===== config.mk =====
export PLATFORM = sky130hd
export DESIGN_NAME = veerwolf_board_io
export DESIGN_NICKNAME = d
export VERILOG_FILES = /design/src/rtl/veerwolf_board_io_pkg.sv /design/src/rtl/veerwolf_debounce.sv /design/src/rtl/veerwolf_board_io.sv
export SDC_FILE = /design/constraint.sdc
export NUM_CORES = 1
export LEC_CHECK = 0
export CORE_MARGIN = 2
export CORE_UTILIZATION = 25
export CTS_BUF_LIST = sky130_fd_sc_hd__clkbuf_8
export DETAILED_ROUTE_END_ITERATION = 10
export MAX_ROUTING_LAYER = met4
export PLACE_DENSITY = 0.46
export SYNTH_ARGS = -nofsm -noshare
export SYNTH_HDL_FRONTEND = slang
export SYNTH_HIERARCHICAL = 1
export SYNTH_SLANG_ARGS = --single-unit

===== constraint.sdc =====
create_clock -name i_clk -period 5.6 [get_ports i_clk]
set_input_delay 1.12 -clock i_clk [delete_from_list [all_inputs] [get_ports i_clk]]
set_output_delay 1.12 -clock i_clk [all_outputs]
set_load 0.005 [all_outputs]

===== src/rtl/veerwolf_board_io_pkg.sv =====
// Shared definitions for the VeeRwolf board I/O front-end.
//   tx_state_e           : state of the UART TX source-select FSM
//   DEF_DEBOUNCE_CYCLES  : default switch debounce window, in core clock cycles
//   DEF_UART_IDLE_CYCLES : default idle time both TX lines must show before a source swap
package veerwolf_board_io_pkg;

  typedef enum logic {
    ACTIVE    = 1'b0,
    WAIT_IDLE = 1'b1
  } tx_state_e;

  localparam int DEF_DEBOUNCE_CYCLES  = 50000;
  localparam int DEF_UART_IDLE_CYCLES = 4340;

endpackage


===== src/rtl/veerwolf_debounce.sv =====
// Single-bit switch conditioner: 2-flop synchroniser, stability counter and
// debounced state with registered edge pulses.
//   i_clk  : core clock
//   i_rst  : synchronous active-high reset
//   i_sw   : raw asynchronous switch pin
//   o_sw   : debounced switch state
//   o_rise : one-cycle pulse, aligned with o_sw going 0->1
//   o_fall : one-cycle pulse, aligned with o_sw going 1->0
module veerwolf_debounce
  import veerwolf_board_io_pkg::*;
#(
  parameter int DEBOUNCE_CYCLES = DEF_DEBOUNCE_CYCLES
) (
  input  logic i_clk,
  input  logic i_rst,
  input  logic i_sw,
  output logic o_sw,
  output logic o_rise,
  output logic o_fall
);

  localparam int                CNT_W    = $clog2(DEBOUNCE_CYCLES + 1);
  localparam logic [CNT_W-1:0]  CNT_LAST = CNT_W'(DEBOUNCE_CYCLES - 1);

  // sync_q[0] is the metastability-catching stage, sync_q[1] is safe to use
  logic [1:0]       sync_q, sync_d;
  logic [CNT_W-1:0] cnt_q, cnt_d;
  logic             state_q, state_d;
  logic             rise_q, rise_d;
  logic             fall_q, fall_d;

  // The counter only runs while the synced pin disagrees with the accepted
  // state; any agreement (a glitch ending) throws the partial count away.
  // The pulses are computed alongside the toggle so they line up with o_sw.
  always_comb begin
    sync_d  = {sync_q[0], i_sw};
    cnt_d   = '0;
    state_d = state_q;
    rise_d  = 1'b0;
    fall_d  = 1'b0;
    if (sync_q[1] != state_q) begin
      if (cnt_q == CNT_LAST) begin
        state_d = ~state_q;
        rise_d  = ~state_q;
        fall_d  = state_q;
      end else begin
        cnt_d = cnt_q + CNT_W'(1);
      end
    end
  end

  always_ff @(posedge i_clk) begin
    if (i_rst) begin
      sync_q  <= '0;
      cnt_q   <= '0;
      state_q <= 1'b0;
      rise_q  <= 1'b0;
      fall_q  <= 1'b0;
    end else begin
      sync_q  <= sync_d;
      cnt_q   <= cnt_d;
      state_q <= state_d;
      rise_q  <= rise_d;
      fall_q  <= fall_d;
    end
  end

  assign o_sw   = state_q;
  assign o_rise = rise_q;
  assign o_fall = fall_q;

endmodule


===== src/rtl/veerwolf_board_io.sv =====
// Board I/O front-end between the GPIO block and the board pins.
//   i_clk, i_rst          : core clock, synchronous active-high reset
//   i_sw / o_sw           : raw switch pins / debounced switch state
//   o_sw_rise, o_sw_fall  : per-bit one-cycle edge pulses of o_sw
//   i_led, i_led_dim      : LED pattern and global PWM brightness (all-ones = full)
//   o_led                 : registered, dimmed LED pins
//   i_tx_sel              : requested UART TX source (0 = i_tx0, 1 = i_tx1)
//   i_tx0, i_tx1          : UART TX sources, idle high
//   o_tx, o_tx_sel        : registered TX pin and currently active source
module veerwolf_board_io
  import veerwolf_board_io_pkg::*;
#(
  parameter int SW_WIDTH         = 8,
  parameter int LED_WIDTH        = 8,
  parameter int DEBOUNCE_CYCLES  = DEF_DEBOUNCE_CYCLES,
  parameter int PWM_BITS         = 4,
  parameter int UART_IDLE_CYCLES = DEF_UART_IDLE_CYCLES
) (
  input  logic                 i_clk,
  input  logic                 i_rst,
  input  logic [SW_WIDTH-1:0]  i_sw,
  output logic [SW_WIDTH-1:0]  o_sw,
  output logic [SW_WIDTH-1:0]  o_sw_rise,
  output logic [SW_WIDTH-1:0]  o_sw_fall,
  input  logic [LED_WIDTH-1:0] i_led,
  input  logic [PWM_BITS-1:0]  i_led_dim,
  output logic [LED_WIDTH-1:0] o_led,
  input  logic                 i_tx_sel,
  input  logic                 i_tx0,
  input  logic                 i_tx1,
  output logic                 o_tx,
  output logic                 o_tx_sel
);

  localparam int               IDLE_W    = $clog2(UART_IDLE_CYCLES + 1);
  localparam logic [IDLE_W-1:0] IDLE_LAST = IDLE_W'(UART_IDLE_CYCLES - 1);

  // One independent debouncer per switch bit
  for (genvar g = 0; g < SW_WIDTH; g++) begin : g_sw
    veerwolf_debounce #(
      .DEBOUNCE_CYCLES(DEBOUNCE_CYCLES)
    ) u_debounce (
      .i_clk  (i_clk),
      .i_rst  (i_rst),
      .i_sw   (i_sw[g]),
      .o_sw   (o_sw[g]),
      .o_rise (o_sw_rise[g]),
      .o_fall (o_sw_fall[g])
    );
  end

  logic [LED_WIDTH-1:0] led_r_q, led_r_d;
  logic [LED_WIDTH-1:0] led_q, led_d;
  logic [PWM_BITS-1:0]  pwm_cnt_q, pwm_cnt_d;
  logic                 pwm_on;

  // LED pattern is registered once, then gated by the PWM comparator; the
  // all-ones brightness is special-cased so it gives a true 100% duty.
  always_comb begin
    led_r_d   = i_led;
    pwm_cnt_d = pwm_cnt_q + PWM_BITS'(1);
    pwm_on    = (i_led_dim == {PWM_BITS{1'b1}}) || (pwm_cnt_q < i_led_dim);
    led_d     = pwm_on ? led_r_q : '0;
  end

  tx_state_e           state_q, state_d;
  logic [IDLE_W-1:0]   idle_cnt_q, idle_cnt_d;
  logic                tx_sel_q, tx_sel_d;
  logic                tx_q, tx_d;

  // The pin always follows the currently active source. A source change is
  // only committed after both lines have been idle long enough that neither
  // can be mid-character, so no partial frame ever reaches the pin.
  always_comb begin
    state_d    = state_q;
    idle_cnt_d = idle_cnt_q;
    tx_sel_d   = tx_sel_q;
    tx_d       = tx_sel_q ? i_tx1 : i_tx0;
    case (state_q)
      ACTIVE: begin
        idle_cnt_d = '0;
        if (i_tx_sel != tx_sel_q) begin
          state_d = WAIT_IDLE;
        end
      end
      WAIT_IDLE: begin
        if (i_tx_sel == tx_sel_q) begin
          state_d    = ACTIVE;
          idle_cnt_d = '0;
        end else if (i_tx0 && i_tx1) begin
          if (idle_cnt_q == IDLE_LAST) begin
            tx_sel_d   = i_tx_sel;
            state_d    = ACTIVE;
            idle_cnt_d = '0;
          end else begin
            idle_cnt_d = idle_cnt_q + IDLE_W'(1);
          end
        end else begin
          idle_cnt_d = '0;
        end
      end
      default: begin
        state_d    = ACTIVE;
        idle_cnt_d = '0;
      end
    endcase
  end

  always_ff @(posedge i_clk) begin
    if (i_rst) begin
      led_r_q    <= '0;
      led_q      <= '0;
      pwm_cnt_q  <= '0;
      state_q    <= ACTIVE;
      idle_cnt_q <= '0;
      tx_sel_q   <= 1'b0;
      tx_q       <= 1'b1;
    end else begin
      led_r_q    <= led_r_d;
      led_q      <= led_d;
      pwm_cnt_q  <= pwm_cnt_d;
      state_q    <= state_d;
      idle_cnt_q <= idle_cnt_d;
      tx_sel_q   <= tx_sel_d;
      tx_q       <= tx_d;
    end
  end

  assign o_led    = led_q;
  assign o_tx     = tx_q;
  assign o_tx_sel = tx_sel_q;

endmodule

== Yosys cells after proc, flatten, opt, wreduce, memory -nomap -nowiden ==
Index checks and enable logic that the tools add are counted.
Word-level totals
  register bits: 204
  output and inout bits: 34
  word-level logic and storage cells: 143
Cells by class
  $add $sub $neg: 10
  magnitude comparators: 1
  equal/unequal tests: 20
  muxes and demuxes: 10
  bitwise logic cells: 27
  reduce and logical (&&, ||, !) cells: 28
Operators with widths (number)
  adder 16 x 1 -> 16 bit (second input constant): 8
  equality test 16 bit (second input constant): 8
  OR reduction 3 bit: 16
  two-way mux 13 bit: 3
  inverter 1 bit: 27
  one-hot mux 13 bit (2 select lines): 1
  AND reduction 2 bit: 8
  adder 13 x 1 -> 13 bit (second input constant): 1
  equality test 13 bit (second input constant): 1
  inequality test 1 bit: 9
  two-way mux 1 bit: 5
  adder 4 x 1 -> 4 bit (second input constant): 1
  equality test 4 bit (second input constant): 1
  less-than comparator 4 bit: 1
  AND reduction 4 bit: 1
  one-hot mux 1 bit (2 select lines): 1
  OR reduction 2 bit: 1
  equality test 1 bit: 1
  logical AND 1 bit: 1
  logical OR 1 bit: 1

== Logic depth before layout (Yosys ltp) ==
Gate-level depths: netlist (run 1).
  depth in word-level cells: 5
  depth in mapped cells: 6

== Modules after synthesis ==
The synthesis (run 1) kept the hierarchy.
By module, submodules not included
  veerwolf_debounce (g_sw[0].u_debounce ...): instances 7, cells an instance 91, area an instance 900.9 um^2
  veerwolf_board_io: instances 1, cells an instance 143, area an instance 1370.1 um^2
  veerwolf_debounce (g_sw[7].u_debounce): instances 1, cells an instance 97, area an instance 959.7 um^2

== Worst setup path before layout (run 1) ==
OpenSTA, ideal clock, no wires.
  path type: in2reg
  start point: input port i_led_dim[3]
  end point: register led_q[0] (netlist: o_led[0])
  setup time: 138 ps
  arrival: 1894 ps
  required time: 5462 ps
  slack: 3568 ps
  cell stages on the path: 5
  cells stage by stage: inv_1 -> ha_1 -> nand2_1 -> o21ai_1 -> a21oi_1
On the way
  longest elaborated chain between the ends: 4
  elaborated cells between the ends (all ways): 5
RTL lines
  start, declared: RTL line veerwolf_board_io.sv:26  | input logic [PWM_BITS-1:0] i_led_dim,
  less-than comparator 4 bit / equality test 4 bit (equally long branches): RTL line veerwolf_board_io.sv:62  | pwm_on = (i_led_dim == {PWM_BITS{1'b1}}) || (pwm_cnt_q < i_led_dim);
  logical OR 1 bit *: RTL line veerwolf_board_io.sv:62
  inverter 1 bit (no source line) *
  OR reduction 2 bit (no source line) *
  end signal, assigned: RTL line veerwolf_board_io.sv:120  | led_q <= led_d;
  end, declared: RTL line veerwolf_board_io.sv:53  | logic [LED_WIDTH-1:0] led_q, led_d;
Mark *: on every way between the ends. The rest lies on a longest branch, timed or not.
A chain may end at the register's enable or synchronous reset.

== Worst setup path after layout (run 1) ==
  start point: register g_sw[1].u_debounce.state_q
  end point: output port o_sw[1]
RTL lines
  start, declared: RTL line veerwolf_debounce.sv:28  | logic state_q, state_d;
  start signal, assigned: RTL line veerwolf_debounce.sv:62  | state_q <= state_d;
  end, declared: RTL line veerwolf_board_io.sv:22  | output logic [SW_WIDTH-1:0] o_sw,
No word-level cell between the ends.

==> results_dict.tcl, run 1 <==
set metrics [dict create \
    status "completed" \
    ant_nets 0 \
    powerDensity_nw_per_um2 283 \
    yosysUniqueCellTypes 45 \
    cp-end-kind "output port" \
    clkSinkCount 204 \
    worstSetupStartpointType "register" \
    yosysTopAreaCell "dfxtp_1" \
    final_nets 1003 \
    cp.required_ns 4.48 \
    relSlewSlack_pct 52.4 \
    synth.area.top_cells "dfxtp_1 47%, xnor2_1 12%, nor2_1 5.3%" \
    cts_buffer_depth 3 \
    critPathMaxFanout 5 \
    synth_warnings 6 \
    min_path_type "reg2reg" \
    coreArea_um2 34300 \
    die_x_um 190 \
    grt_max_degree 41 \
    grt_usage_pct 10.3 \
    synth-edff-count 0 \
    worstRegToRegCells 4 \
    drt_iter0_drc 193 \
    insertion_delay_ns 0.51 \
    fmax_mhz 381 \
    die_height_um 190 \
    ctsResizeCount 0 \
    hold-path-cell-count 2 \
    arrival_ns 1.50 \
    cp_num_buf_inv 1 \
    grt_pass1_wl_mm 30.1 \
    hp-start "led_r_q[3]" \
    yosysSeqAreaShare_pct 47.3 \
    crit_type "reg2out" \
    rrSetupSlack_ns 3.53 \
    drc 0 \
    tns_ns 0 \
    rsz0062_at_grt "no" \
    synth-main-ff-cell "dfxtp_1" \
    cts-root-buf "clkbuf_8" \
    timing.final.hold_violations 0 \
    period_needed_ns 2.62 \
    wl_per_cell_um 12.0 \
    whs_ns 0.425 \
    crit_family "buffers and inverters" \
    port_buffers 58 \
    grt_overflow 0 \
    grt_pass1_vias 6147 \
    clk_pin_slew_ns 0.06 \
    synth_area_um2 8640 \
    syn_inst 877 \
    finClkSkew_ns 0.00953 \
    start_util_pct 25.2 \
    finalWirelength_mm 17.4 \
    cp_slowest_cell "clkdlybuf4s50_1" \
    setup_viol 0 \
    die_area_um2 36000 \
    slowest_delay_ns 0.57 \
    synth_fp_nets 915 \
    cts_tree "built" \
    whs_endpoint "o_led[3]" \
    place_congestion 0.727 \
    numCtsBuffers 38 \
    yosys.area.top_type_share_pct 47.3 \
    r2r_end "idle_cnt_q[2]" \
    ys_seq_elements 204 \
    antenna_found_initial 1 \
    via_per_inst 4.22 \
    leakage_nw 3.37 \
    timing.final.max_slew_violations 0 \
    area_delta_synth_final_pct 21.0 \
    drt_pass1_iterations 5 \
    io-pin-count 59 \
    maxCapViolCount 0 \
    cts_hold_buffers 0 \
    place_hpwl_mm 11.5 \
    ctsHtreeMaxLevel 2 \
    rows 68 \
    postCtsSetupRepairBufs 0 \
    synthArstFlopShare_pct 0 \
    route.vias.total 6092 \
    reg2reg_from "idle_cnt_q[10]" \
    peakVddDrop_mv 0.156 \
    min_period_over_period_pct 46.8 \
    layout-drive-gt1-share_pct 15.7 \
    crit_chain "clkdlybuf4s50_1" \
    syn_avg_cell_area_um2 9.85 \
    worst_slew_pin_slew_ns 0.710 \
]
## stage by stage
step	cells	utilization [%]	power, mW	worst slack (ns)	area [um2]
floorplan	877	-	1.54	3.57	8640
global route	1445	30.5	3.12	2.84	10400
CTS	1444	30.5	3.04	2.87	10400
global placement	1380	28.3	1.58	2.73	9690
detailed placement	1380	28.3	1.58	2.68	9690
finish	1445	30.5	2.96	2.98	10400
## cells in the final DEF, fill, tap and decap left out, types with 29 or more instances in the layout
| cell type | instances |
|---|---|
| dfxtp_1 | 204 |
| xnor2_1 | 117 |
| nor3_1 | 42 |
| nand3_1 | 41 |
| nor2_1 | 123 |
| nand2_1 | 29 |
| inv_1 | 39 |
| clkbuf_8 | 51 |
| nor2_2 | 37 |
| nor2b_1 | 29 |
| nor4_1 | 37 |
| clkdlybuf4s50_1 | 57 |
## worst max-delay path by stage
stage,depth (start not counted),slack (ns),start,end
finish,1,2.98,g_sw[1].u_debounce/o_sw,o_sw[1]
global route,1,2.84,g_sw[1].u_debounce/o_sw,o_sw[1]
CTS,1,2.87,g_sw[1].u_debounce/o_sw,o_sw[1]
detailed placement,6,2.68,i_led_dim[3],o_led[3]
global placement,6,2.73,i_led_dim[3],o_led[0]
floorplan,5,3.57,i_led_dim[3],o_led[0]
## area by class of cell
cell class / count / area [um2]
multi-input cells: 632 / 4340
clock buffers: 51 / 702
clock inverters: 13 / 56.3
inverters: 30 / 113
repair buffers: 59 / 586
well taps: 455 / 569
flip-flops and latches: 204 / 4080
fillers: 3629 / 23800
diodes: 1 / 2.50
## logic make-up after synthesis
logic type      after synthesis  share of synthesized area [%]
compound gates               19                           1.35
xor+xnor                    133                           13.5
fa+ha+maj                    13                           1.88
buf+inv                      41                           2.49
flops                       204                           47.3
mux                           7                          0.811
simple gates                460                           32.7
## synthesized netlist by cell type (2+ instances only)
master,instances
a21oi_1,12
and2_1,2
and3_1,10
and4_1,2
and4bb_2,7
buf_6,8
clkbuf_1,2
dfxtp_1,204
ha_1,13
inv_1,30
mux2i_1,7
nand2_1,29
nand2_2,7
nand2b_1,11
nand3_1,41
nand3_2,8
nand4_1,12
nand4_2,15
nand4b_2,7
nor2_1,123
nor2_2,37
nor2b_1,29
nor3_1,42
nor4_1,37
nor4_2,5
nor4b_1,14
nor4b_2,7
nor4bb_1,7
o21ai_0,2
xnor2_1,117
xor2_1,16
## per-layer routing
layer / part of all wire, % / wire [um] / global-route usage, %
met1: 50 / 8720 / 13.3
met2: 42 / 7350 / 15.5
met3: 5.1 / 888 / 2.71
met4: 2.4 / 409 / 3.88
met5: 0 / 0 / -
## state kept, by name, summed over array words and instances (netlist names)
name / cells
g_sw.u_debounce/cnt_q: 128
g_sw.u_debounce/o_fall: 8
g_sw.u_debounce/o_rise: 8
g_sw.u_debounce/o_sw: 8
g_sw.u_debounce/sync_q: 16
idle_cnt_q: 13
led_r_q: 8
o_led: 8
o_tx: 1
o_tx_sel: 1
pwm_cnt_q: 4
state_q: 1
## where the power goes
part / switching [mW] / internal, mW
Combinational: 0.0344 / 0.0347
Clock: 0.606 / 0.805
Sequential: 0.00976 / 1.47
Total: 0.651 / 2.31
(Power assumes the default switching activity.)
==> inputs of run 2 (changes only) <==
--- a/config.mk
+++ b/config.mk
@@ -10,7 +10,7 @@
 export CTS_BUF_LIST = sky130_fd_sc_hd__clkbuf_8
 export DETAILED_ROUTE_END_ITERATION = 10
 export MAX_ROUTING_LAYER = met4
-export PLACE_DENSITY = 0.46
+export PLACE_DENSITY = 0.48
 export SYNTH_ARGS = -nofsm -noshare
 export SYNTH_HDL_FRONTEND = slang
 export SYNTH_HIERARCHICAL = 1
==> constraint.sdc (replaced) <==
create_clock -name i_clk -period 2.2 [get_ports i_clk]
set_input_delay 0.44 -clock i_clk [delete_from_list [all_inputs] [get_ports i_clk]]
set_output_delay 0.44 -clock i_clk [all_outputs]
set_load 0.005 [all_outputs]
==> run 2 against run 1 <==
Effect of this change: sequential cell count stayed put; clock power rose to 2.9 times the previous value; count of clock-buffer cells in the layout shrank 4; sequential share of layout area is 0.47 points lower; first-iteration DRC count increased by 23%; clock skew rose by 0.0040 ns; combinational power increased to 2.7 times the previous value; global-route usage decreased by 0.21 points; design area rose by 1.2%.
==> results_dict.tcl, run 2 (synthesis gave the netlist of run 1 again) <==
set metrics [dict create \
    grt_max_degree 31 \
    multiInputGateArea_um2 4340 \
    crit_chain "or4_1, or4_4, or3_1, a21oi_1" \
    coreArea_um2 34300 \
    grt_pass1_wl_mm 29.5 \
    setup_viol 0 \
    rows 68 \
    fmax_mhz 509 \
    area_delta_synth_final_pct 22.5 \
    period_needed_ns 1.97 \
    layout_common_cells "204 x dfxtp_1, 123 x nor2_1, 117 x xnor2_1" \
    ctsResizeCount 0 \
    hp-start "i_rst" \
    crit_type "reg2reg" \
    io-pin-count 59 \
    ant_nets 0 \
    fin_cells 1451 \
    timing.final.hold_violations 0 \
    placedInstanceArea_um2 9740 \
    regMostFlops "g_sw.u_debounce/cnt_q" \
    finalWirelength_mm 17.1 \
    drc 0 \
    final_nets 1008 \
    reg2reg_from "idle_cnt_q[10]" \
    reg.largest.list "g_sw.u_debounce/cnt_q (128), g_sw.u_debounce/sync_q (16), idle_cnt_q (13)" \
    cp.required_ns 2.64 \
    seq_area_um2 4080 \
    largest_reg_flops 128 \
    ctsHtreeMaxLevel 2 \
    critPathMaxFanout 4 \
    crit_family "simple AND/OR/NAND/NOR gates" \
    insertion_delay_ns 0.52 \
    drt_iter0_drc 237 \
    worstSetupStartpointType "register" \
    cts_hold_buffers 0 \
    rsz0062_at_grt "no" \
    cts_tree "built" \
    wl_per_cell_um 11.8 \
    timing.final.max_slew_violations 0 \
    final_area_um2 10600 \
    cp-end-kind "register" \
    min_period_over_period_pct 89.4 \
    port_buffers 58 \
    worst_slew_pin_slew_ns 0.647 \
    peakVddDrop_mv 0.371 \
    cts_buffer_depth 3 \
    via_per_inst 4.23 \
    start_util_pct 25.2 \
    place_hpwl_mm 11.2 \
    place_inst 1383 \
    place_congestion 0.726 \
    clk_pin_slew_ns 0.05 \
    clkSinkCount 204 \
    nFillCells 3601 \
    min_path_type "in2reg" \
    worstRegToRegCells 4 \
    cts-root-buf "clkbuf_8" \
    die_x_um 190 \
    arrival_ns 2.41 \
    final_common_cell "dfxtp_1" \
    final_util_pct 30.8 \
    antenna_found_initial 0 \
    cp-startpoint "idle_cnt_q[10]" \
    finClkSkew_ns 0.0135 \
    die_height_um 190 \
    route.vias.total 6139 \
    numCtsBuffers 40 \
    cp_slowest_cell "or4_4" \
    drt_pass1_iterations 4 \
    antenna_cells 0 \
    relSlewSlack_pct 56.6 \
    leakage_nw 3.44 \
    die_area_um2 36000 \
    grt_overflow 0 \
    maxCapViolCount 0 \
    status "completed" \
    finalPower_mw 7.97 \
    grt_usage_pct 10.1 \
    layout-drive-gt1-share_pct 16.1 \
    hold-path-cell-count 2 \
    grt_pass1_vias 5980 \
    powerDensity_nw_per_um2 754 \
    cp_num_buf_inv 0 \
    slowest_delay_ns 0.55 \
    postCtsSetupRepairBufs 0 \
    path_depth 4 \
    whs_ns 0.309 \
]
## run 2: power breakdown
group	internal, mW	total (mW)	switching [mW]	leakage (nW)
clock	2.40	4.02	1.62	0.473
sequential	3.74	3.76	0.0273	1.65
combinational	0.0959	0.187	0.0912	1.32
## run 2: final timing paths
| kind | end | slack, ns |
|---|---|---|
| min | pwm_cnt_q[0] | 0.31 |
| min reg2reg | o_led[4] | 0.43 |
| max reg2reg | o_tx_sel | 0.23 |
| max | o_tx_sel | 0.23 |
## run 2: layer usage
metal / wire [um] / up-vias / global-route usage (%)
met2: 7200 / 93 / 14.8
met3: 823 / 53 / 2.56
met5: 0 / - / -
met1: 8580 / 2786 / 13.3
li1: - / 3207 / -
met4: 490 / 0 / 3.97
## run 2: final cells by class
class	instances	area share [%]
clock buffer	47	6.12
clock inverter	21	1.83
inverter	30	1.06
multi-input combinational	632	41.0
sequential	204	38.6
tap	455	5.38
timing repair buffer	62	5.99
## run 2: per-stage QoR
step / setup TNS (ns) / setup slack, ns
2_1_floorplan: 0 / 0.332
3_5_place_dp: -0.601 / -0.113
4_1_cts: 0 / 0.224
3_3_place_gp: 0 / 0.0366
5_1_grt: 0 / 0.132
6_report: 0 / 0.234
